## src/rtl/risc16b_core.sv

```systemverilog
// risc16b_core: 3-stage (IF/ID/EX) 16-bit RISC core with write-back, full forwarding and byte-writable data port
module risc16b_regfile (
  input  logic        clk,
  input  logic        rst,
  input  logic        we,
  input  logic [2:0]  wa,
  input  logic [15:0] wd,
  input  logic [2:0]  ra1,
  input  logic [2:0]  ra2,
  output logic [15:0] rd1,
  output logic [15:0] rd2
);
  logic [15:0] registers [0:7];
  always_ff @(posedge clk)
    if (rst) begin
      for (int i = 0; i < 8; i++) registers[i] <= '0;
    end else if (we) registers[wa] <= wd;
  assign rd1 = registers[ra1];
  assign rd2 = registers[ra2];
endmodule

module risc16b_core #(
  parameter logic [15:0] RESET_PC = 16'h0000
) (
  input  logic        clk,
  input  logic        rst,
  output logic [15:0] i_addr,
  output logic        i_oe,
  input  logic [15:0] i_din,
  output logic [15:0] d_addr,
  output logic        d_oe,
  input  logic [15:0] d_din,
  output logic [15:0] d_dout,
  output logic [1:0]  d_we
);
  logic [15:0] if_pc, if_ir, id_ir, id_pc, id_operand_reg1, id_operand_reg2, id_imm_reg, ex_ir, ex_result_reg;
  logic [15:0] rf1, rf2, rv1, rv2, a, b, res, if_pc_bta;
  logic        wb_we, if_pc_we, r_form, is_st, is_ld, is_sbu, is_lbu;

  function automatic logic writes(input logic [15:0] ir);
    return ir[15:11] == 5'b00000
      ? ir[4:0] inside {5'b00001, 5'b00010, 5'b00011, 5'b00100, 5'b00101, 5'b01000, 5'b01001,
                        5'b01100, 5'b01101, 5'b10000, 5'b10001, 5'b10101, 5'b10111}
      : ir[15:11] inside {5'b00001, 5'b00100, 5'b00101, 5'b00110, 5'b00111};
  endfunction

  assign wb_we = writes(ex_ir);

  risc16b_regfile reg_file_inst (
    .clk(clk), .rst(rst), .we(wb_we), .wa(ex_ir[10:8]), .wd(ex_result_reg),
    .ra1(if_ir[10:8]), .ra2(if_ir[7:5]), .rd1(rf1), .rd2(rf2)
  );

  // ID bypasses the write happening this cycle; EX forwards the previous EX result
  assign rv1 = wb_we && ex_ir[10:8] == if_ir[10:8] ? ex_result_reg : rf1;
  assign rv2 = wb_we && ex_ir[10:8] == if_ir[7:5] ? ex_result_reg : rf2;
  assign a = wb_we && ex_ir[10:8] == id_ir[10:8] ? ex_result_reg : id_operand_reg1;
  assign b = wb_we && ex_ir[10:8] == id_ir[7:5] ? ex_result_reg : id_operand_reg2;

  assign r_form = id_ir[15:11] == 5'b00000;
  assign is_st = r_form && id_ir[4:0] == 5'b10100;
  assign is_ld = r_form && id_ir[4:0] == 5'b10101;
  assign is_sbu = r_form && id_ir[4:0] == 5'b10110;
  assign is_lbu = r_form && id_ir[4:0] == 5'b10111;

  assign i_addr = if_pc;
  assign i_oe = ~rst;
  assign d_addr = is_st || is_ld ? {b[15:1], 1'b0} : is_sbu || is_lbu ? b : '0;
  assign d_oe = is_ld || is_lbu;
  assign d_we = rst ? 2'b00 : is_st ? 2'b11 : is_sbu ? (b[0] ? 2'b10 : 2'b01) : 2'b00;
  assign d_dout = is_st ? a : is_sbu ? {a[7:0], a[7:0]} : '0;
  assign if_pc_bta = id_pc + 16'd2 + (id_ir[15:11] == 5'b11000 ? {{5{id_ir[10]}}, id_ir[10:0]} : id_imm_reg);

  always_comb begin
    res = '0;
    if_pc_we = 1'b0;
    case (id_ir[15:11])
      5'b00000:
        case (id_ir[4:0])
          5'b00001: res = b;
          5'b00010: res = ~b;
          5'b00011: res = a ^ b;
          5'b00100: res = a + b;
          5'b00101: res = a - b;
          5'b01000: res = b << 8;
          5'b01001: res = b >> 8;
          5'b01100: res = b << 1;
          5'b01101: res = b >> 1;
          5'b10000: res = a & b;
          5'b10001: res = a | b;
          5'b10101: res = d_din;
          5'b10111: res = {8'h00, b[0] ? d_din[7:0] : d_din[15:8]};
          default: res = '0;
        endcase
      5'b00100: res = a + id_imm_reg;
      5'b00101: res = a & {8'h00, id_imm_reg[7:0]};
      5'b00110: res = a | {8'h00, id_imm_reg[7:0]};
      5'b00111: res = {8'h00, id_imm_reg[7:0]};
      5'b00001: res = {id_imm_reg[7:0], 8'h00};
      5'b10000: if_pc_we = |a;
      5'b10001: if_pc_we = ~|a;
      5'b10010: if_pc_we = a[15];
      5'b10011: if_pc_we = ~a[15];
      5'b11000: if_pc_we = 1'b1;
      default: res = '0;
    endcase
  end

  always_ff @(posedge clk) begin
    if (rst) begin
      if_pc <= RESET_PC;
      if_ir <= '0;
      id_ir <= '0;
      id_pc <= '0;
      id_operand_reg1 <= '0;
      id_operand_reg2 <= '0;
      id_imm_reg <= '0;
      ex_ir <= '0;
      ex_result_reg <= '0;
    end else begin
      if_pc <= if_pc_we ? if_pc_bta : if_pc + 16'd2;
      if_ir <= if_pc_we ? '0 : i_din;
      id_ir <= if_pc_we ? '0 : if_ir;
      id_pc <= if_pc - 16'd2;
      id_operand_reg1 <= rv1;
      id_operand_reg2 <= rv2;
      id_imm_reg <= {{8{if_ir[7]}}, if_ir[7:0]};
      ex_ir <= id_ir;
      ex_result_reg <= res;
    end
  end
endmodule

```

## config.mk

```make
export PLATFORM = sky130hd
export DESIGN_NAME = risc16b_core
export DESIGN_NICKNAME = d
export VERILOG_FILES = /design/src/rtl/risc16b_core.sv
export SDC_FILE = /design/constraint.sdc
export NUM_CORES = 1
export LEC_CHECK = 0
export ABC_AREA = 1
export CAP_MARGIN = 40
export CORE_MARGIN = 3
export CORE_UTILIZATION = 35
export CTS_CLUSTER_DIAMETER = 150
export CTS_CLUSTER_SIZE = 25
export DETAILED_ROUTE_END_ITERATION = 16
export DONT_BUFFER_PORTS = 1
export GPL_TIMING_DRIVEN = 0
export PLACE_DENSITY = 0.56
export SYNTH_ARGS = -nofsm -noshare
export SYNTH_HDL_FRONTEND = slang
export SYNTH_HIERARCHICAL = 1
export SYNTH_SLANG_ARGS = --single-unit
```

## constraint.sdc

```tcl
create_clock -name clk -period 7.2 [get_ports clk]
set_clock_uncertainty 0.2 [all_clocks]
set_input_delay 2.16 -clock clk [delete_from_list [all_inputs] [get_ports clk]]
set_output_delay 2.16 -clock clk [all_outputs]
set_load 0.02 [all_outputs]
```

## Word-level counts from Yosys, hierarchy flattened

Memories as Yosys holds them, arrays and structs flattened. A register that Yosys moved wholly into a read port is not among the register bits.
Index checks and enable logic that the tools add are counted.

| word-level totals | value |
|---|---|
| register bits | 104 |
| logic and storage cells | 110 |
| ROM bits | 0 |
| memories kept | 1 |
| RAM bits | 128 |
| bits in latches | 0 |
| output and inout bits | 52 |
| input port bits | 34 |

Memory list:

| name | depth | width | read ports | clocked after Yosys merged registers in | write ports | RTL line | RTL |
|---|---|---|---|---|---|---|---|
| reg_file_inst.registers | 8 | 16 | 2 | 2 | 8 | 13 | `logic [15:0] registers [0:7];` |

| cells by class | value |
|---|---|
| bitwise operators | 8 |
| eq/ne operators | 45 |
| reduce and logical (&&, ||, !) cells | 17 |
| shifts and indexed selects | 0 |
| divide/modulo/power cells | 0 |
| $lt $le $gt $ge | 0 |
| multipliers | 0 |
| $add $sub $neg | 7 |
| multiplexer cells | 25 |

Operators with widths:

| cell | number |
|---|---|
| one-hot mux 16 bit (13 select lines) | 1 |
| two-way mux 16 bit | 9 |
| one-hot mux 16 bit (6 select lines) | 1 |
| equality test 5 bit (second input constant) | 15 |
| equality test 5 x 3 -> 1 bit (second input constant) | 12 |
| adder 16 bit | 3 |
| equality test 5 x 4 -> 1 bit (second input constant) | 8 |
| adder 16 x 2 -> 16 bit (second input constant) | 2 |
| OR reduction 16 bit | 2 |
| equality test 5 x 1 -> 1 bit (second input constant) | 4 |
| equality test 5 x 2 -> 1 bit (second input constant) | 4 |
| bitwise AND 16 bit | 1 |
| bitwise AND 16 x 8 -> 16 bit | 1 |
| NOT 16 bit | 1 |
| OR 16 bit | 1 |
| OR 16 x 8 -> 16 bit | 1 |
| subtractor 16 bit | 1 |
| subtractor 16 x 2 -> 16 bit (second input constant) | 1 |
| XOR 16 bit | 1 |
| nonzero test 13 bit | 1 |
| logical NOT 5 bit | 2 |
| two-way mux 2 bit | 4 |
| two-way mux 8 bit | 1 |
| two-way mux 1 bit | 7 |
| other kinds (9) | 18 |

## Logic depth before layout (Yosys ltp)

| depth | value |
|---|---|
| depth in word-level cells | 9 |
| mapped depth | 33 |
| mapped depth without buffers | 32 |

## Modules after synthesis

Netlist, hierarchy kept.

Modules (own cells, without submodules):

| module | seq. area each (µm²) | cells an instance | times used | area each (µm²) |
|---|---|---|---|---|
| risc16b_core | 2,662.6 | 1,516 | 1 | 10,339.9 |
| risc16b_regfile | 3,843.7 | 1,032 | 1 | 7,532.2 |

## Worst setup path before layout

No wires, ideal clock.

| timing | value |
|---|---|
| path kind | input-to-output |
| start point | input port rst |
| end point | output port d_we[1] |
| data required time | 4,840 ps |
| path buffers | 1 |
| slack | 2,152 ps |
| data arrival time | 2,688 ps |
| cell stages on the path | 4 |
| cells stage by stage | clkbuf_1 > nor2_1 > o21ai_0 > inv_1 |

| between the ends | value |
|---|---|
| cells in the longest elaborated chain, start to end | 1 |

RTL lines:

| item | RTL line | RTL |
|---|---|---|
| start, declared | 26 | `input logic rst,` |
| two-way mux 2 bit | 70 | `assign d_we = rst ? 2'b00 : is_st ? 2'b11 : is_sbu ? (b[0] ? 2'b10 : 2'b01) : 2'b00;` |
| end, declared | 34 | `output logic [1:0] d_we` |

No other way between the ends.

## Worst setup path after layout

| timing | value |
|---|---|
| start point | register ex_ir[9] |
| end point | register ex_result_reg[15] |

| between the ends | value |
|---|---|
| cells in the longest elaborated chain, start to end | 6 |
| elaborated cells on any way between the ends | 17 |
| those cells by class | add/sub (3); eq/ne (2); mux (4); bitwise (6); reduce/logical (2) |

RTL lines:

| item | RTL line | RTL |
|---|---|---|
| start, declared | 36 | `logic [15:0] if_pc, if_ir, id_ir, id_pc, id_operand_reg1, id_operand_reg2, id_imm_reg, ex_ir, ex_result_reg;` |
| start signal, assigned | 128 | `ex_ir <= id_ir;` |
| equality test 3 bit, on equally long branches | 57, 58 |  |
| logical AND 1 bit, on equally long branches | 57, 58 |  |
| two-way mux 16 bit, on equally long branches | 57, 58 |  |
| subtractor 16 bit, or another cell as far along | 84 | `5'b00101: res = a - b;` |
| one-hot mux 16 bit (13 select lines) | 79 | `case (id_ir[4:0])` |
| one-hot mux 16 bit (6 select lines) * | 77 | `case (id_ir[15:11])` |
| end signal, assigned | 129 | `ex_result_reg <= res;` |
| end, declared | 36 |  |

Mark *: on every way between the ends. The rest lies on a longest branch, timed or not.
A chain may end at the register's enable or synchronous reset.

==> impl_metrics.csv <==
group,metric,value,unit
power,vdd_ir_drop_max,0.1762,mV
timing,post-route-min-period,6.179,ns
floorplan,die_h,232.0,um
route,wirelength,64830,um
place,io_buffers,0,
power,p_leak,8.741,nW
timing,tightest_slew,1.002,ns
setup_path,cp_num_buf_inv,3,
setup_path,crit_fanout,11,
layout,diodes,0,
status,status,"finished clean",
clocking,clock-sinks,261,
timing,hold_viol,0,
setup_path,cp_top_family,"simple AND/OR/NAND/NOR gates",
setup_path,cp_slowest_stage_delay,0.69,ns
timing,rsz0062_at_grt,"false",
setup_path,worstPathRequired,7.42,ns
synth,synth_top_area_frac,0.2151,
route,ant_nets,0,
place,post-place-ws,1.274,ns
flow_run,cap_violations,0,
synth,synth_area_leader_cell,"edfxtp_1",
synth,synth.most_common_cell,"nand2_1",
power,power,0.004199,W
timing,max_freq,161.8,MHz
grt,grt_pass1_wl,97810,um
synth,yosys_warnings,6,
place,hpwlAfterDp,50920,um
layout,largest_reg_flops,128,
floorplan,die_width,232.0,um
synth,ys_async_sr_fraction,0,
grt,grt_pass1_vias,16630,
synth,synth_edf_count,128,
layout,synthToLayoutAreaGrowth,7.694,%
clocking,post-cts-setup-buffers,0,
synth,synth_cells,2548,
route,via_per_inst,5.315,
worst_hold_path,min_path_type,"reg2reg",
place,dp.cells,3230,
power,powerDensity,218.1,nW/um^2
setup_path,crit_path_end_kind,"flop",
timing,max-slew-margin-rel,0.3277,
route,drt-pass1-iter-count,8,
grt,grt_use_total,0.2355,
floorplan,floorplan.rows,82,
route,wl_per_cell,19.94,um
timing,setup_viol_count_final,0,
synth,yosys.cell_types.count,55,
synth,synth_fp_nets,2687,
setup_path,crit_slowest_cell,"o21ai_1",
clocking,cts_repair_resize_count,0,
floorplan,io_pins,86,
route,first_iter_violations,1660,
setup_path,critPathLaunchType,"flop",
clocking,htreeDepth,1,
clocking,cts_tree,"done",
route,drc,0,
clocking,clk_pin_slew,0.10,ns
timing,fin_ws,1.021,ns
synth,synth_area_leaders,"edfxtp_1 (22%), dfxtp_1 (15%), nand2_1 (14%), inv_1 (8.1%), ha_1 (7.1%)",
layout,drive_above_1_share,0.05116,
clocking,cts_buffer_depth,3,
synth,synth_common_cells,"nand2_1 (656), inv_1 (387), nor2_1 (296), nand3_1 (171), dfxtp_1 (133)",
synth,syn_area,17870,sq um
setup_path,crit_top_cell,"nand2_1",
grt,antenna_found_initial,1,
floorplan,initial_core_util,0.3555,
floorplan,coreArea,50270,sq um
synth,synth_seq_cells,261,
route,vias,17280,
layout,top_register,"reg_file_inst/registers",
timing,fin_crit_sh,0.8582,
timing,final.setup.tns,0,ns
clocking,cts-hold-fix-buffers,0,
grt,grt_start_max_net_pins,27,
clocking,numCtsBuffers,14,
synth,syn_area_per_cell,7.014,sq um
clocking,clk_latency,0.52,ns
layout,final_cells,3252,
floorplan,die_area,53810,sq um
place,place_congestion,0.9599,
setup_path,worstPathArrival,6.40,ns
synth,synth_flop_cell,"dfxtp_1",
layout,fin_nets,2713,
clocking,root_buffer,"clkbuf_16",
grt,grt_remaining_overflow,0,
timing,drv_slew,0,
setup_path,crit_type,"reg2reg",
synth,ys_seq_area_frac,0.3640,
power breakdown:
group / internal, W / switching, W / total, W
clock network: 0.000427 / 0.000502 / 0.000929
registers: 0.00165 / 0.0000676 / 0.00172
logic: 0.000455 / 0.00109 / 0.00155
worst reg2reg max path: cells and delay by family (launching register included):
family	cells	cell delay, ns
AOI/OAI and AO/OA	3	1.05
and+or+nand+nor	19	2.75
adders and majority gates	2	0.65
buffers and inverters	3	0.63
xor gates and xnor gates	2	0.26
DFF	1	0.59
final timing paths:
kind | startpoint | end | slack (ns) | cells past startpoint
setup reg to reg | ex_ir[9] | ex_result_reg[15] | 1.02 | 29
setup / recovery | ex_ir[9] | ex_result_reg[15] | 1.02 | 29
hold / removal | if_ir[15] | id_ir[15] | 0.23 | 2
hold reg to reg | if_ir[15] | id_ir[15] | 0.23 | 2
metal layers:
layer,track usage,vias up,wire (um)
met1,0.3309,8271,29580
met5,0,-,0
met2,0.3800,659,29190
li1,-,8245,-
met4,0.06565,0,1672
met3,0.03005,108,4388
kinds of logic (layout without fill, tap and decap cells):
family / after synthesis / count (layout) / synth area share
AOI/OAI and AO/OA: 374 / 374 / 0.1197
DFF: 261 / 261 / 0.3640
buffers and inverters: 499 / 531 / 0.1133
and+or+nand+nor: 1252 / 1252 / 0.3003
xor gates and xnor gates: 57 / 57 / 0.02793
adders and majority gates: 105 / 105 / 0.07477
cell usage in the layout (no fill, tap or decap), types with 12 or more instances in the layout:
master / count
o21ai_0: 120
buf_2: 27
nand4_1: 30
a221oi_1: 15
inv_1: 387
nand3_1: 171
a21oi_1: 132
nor2_4: 22
ha_1: 102
xor2_1: 42
o21ai_1: 12
clkbuf_16: 15
nand2_1: 656
xnor2_1: 15
buf_6: 15
clkbuf_1: 60
dfxtp_1: 133
o22ai_1: 36
nor3_1: 32
edfxtp_1: 128
nor2_1: 296
layout make-up:
type                    count  area, sq um
clock inverters             2        46.29
fillers                  5444        31030
flip-flops and latches    261         6506
multi-input cells        1788         9341
clock buffers              20        394.1
plain buffers             100        524.3
repair buffers             10        93.84
well taps                 672        840.8
inverters                 399         1500
per-stage QoR:
step | hold slack (ns) | util | area, sq um
global route | 0.2624 | 0.3829 | 19250
finish | 0.2326 | 0.3829 | 19250
global placement | 0.2201 | 0.3722 | 18710
CTS | 0.2357 | 0.3829 | 19250
floorplan | 0.2079 | - | 17870
detailed placement | 0.2225 | 0.3741 | 18810
No activity file was read; power rests on OpenSTA's default activity.
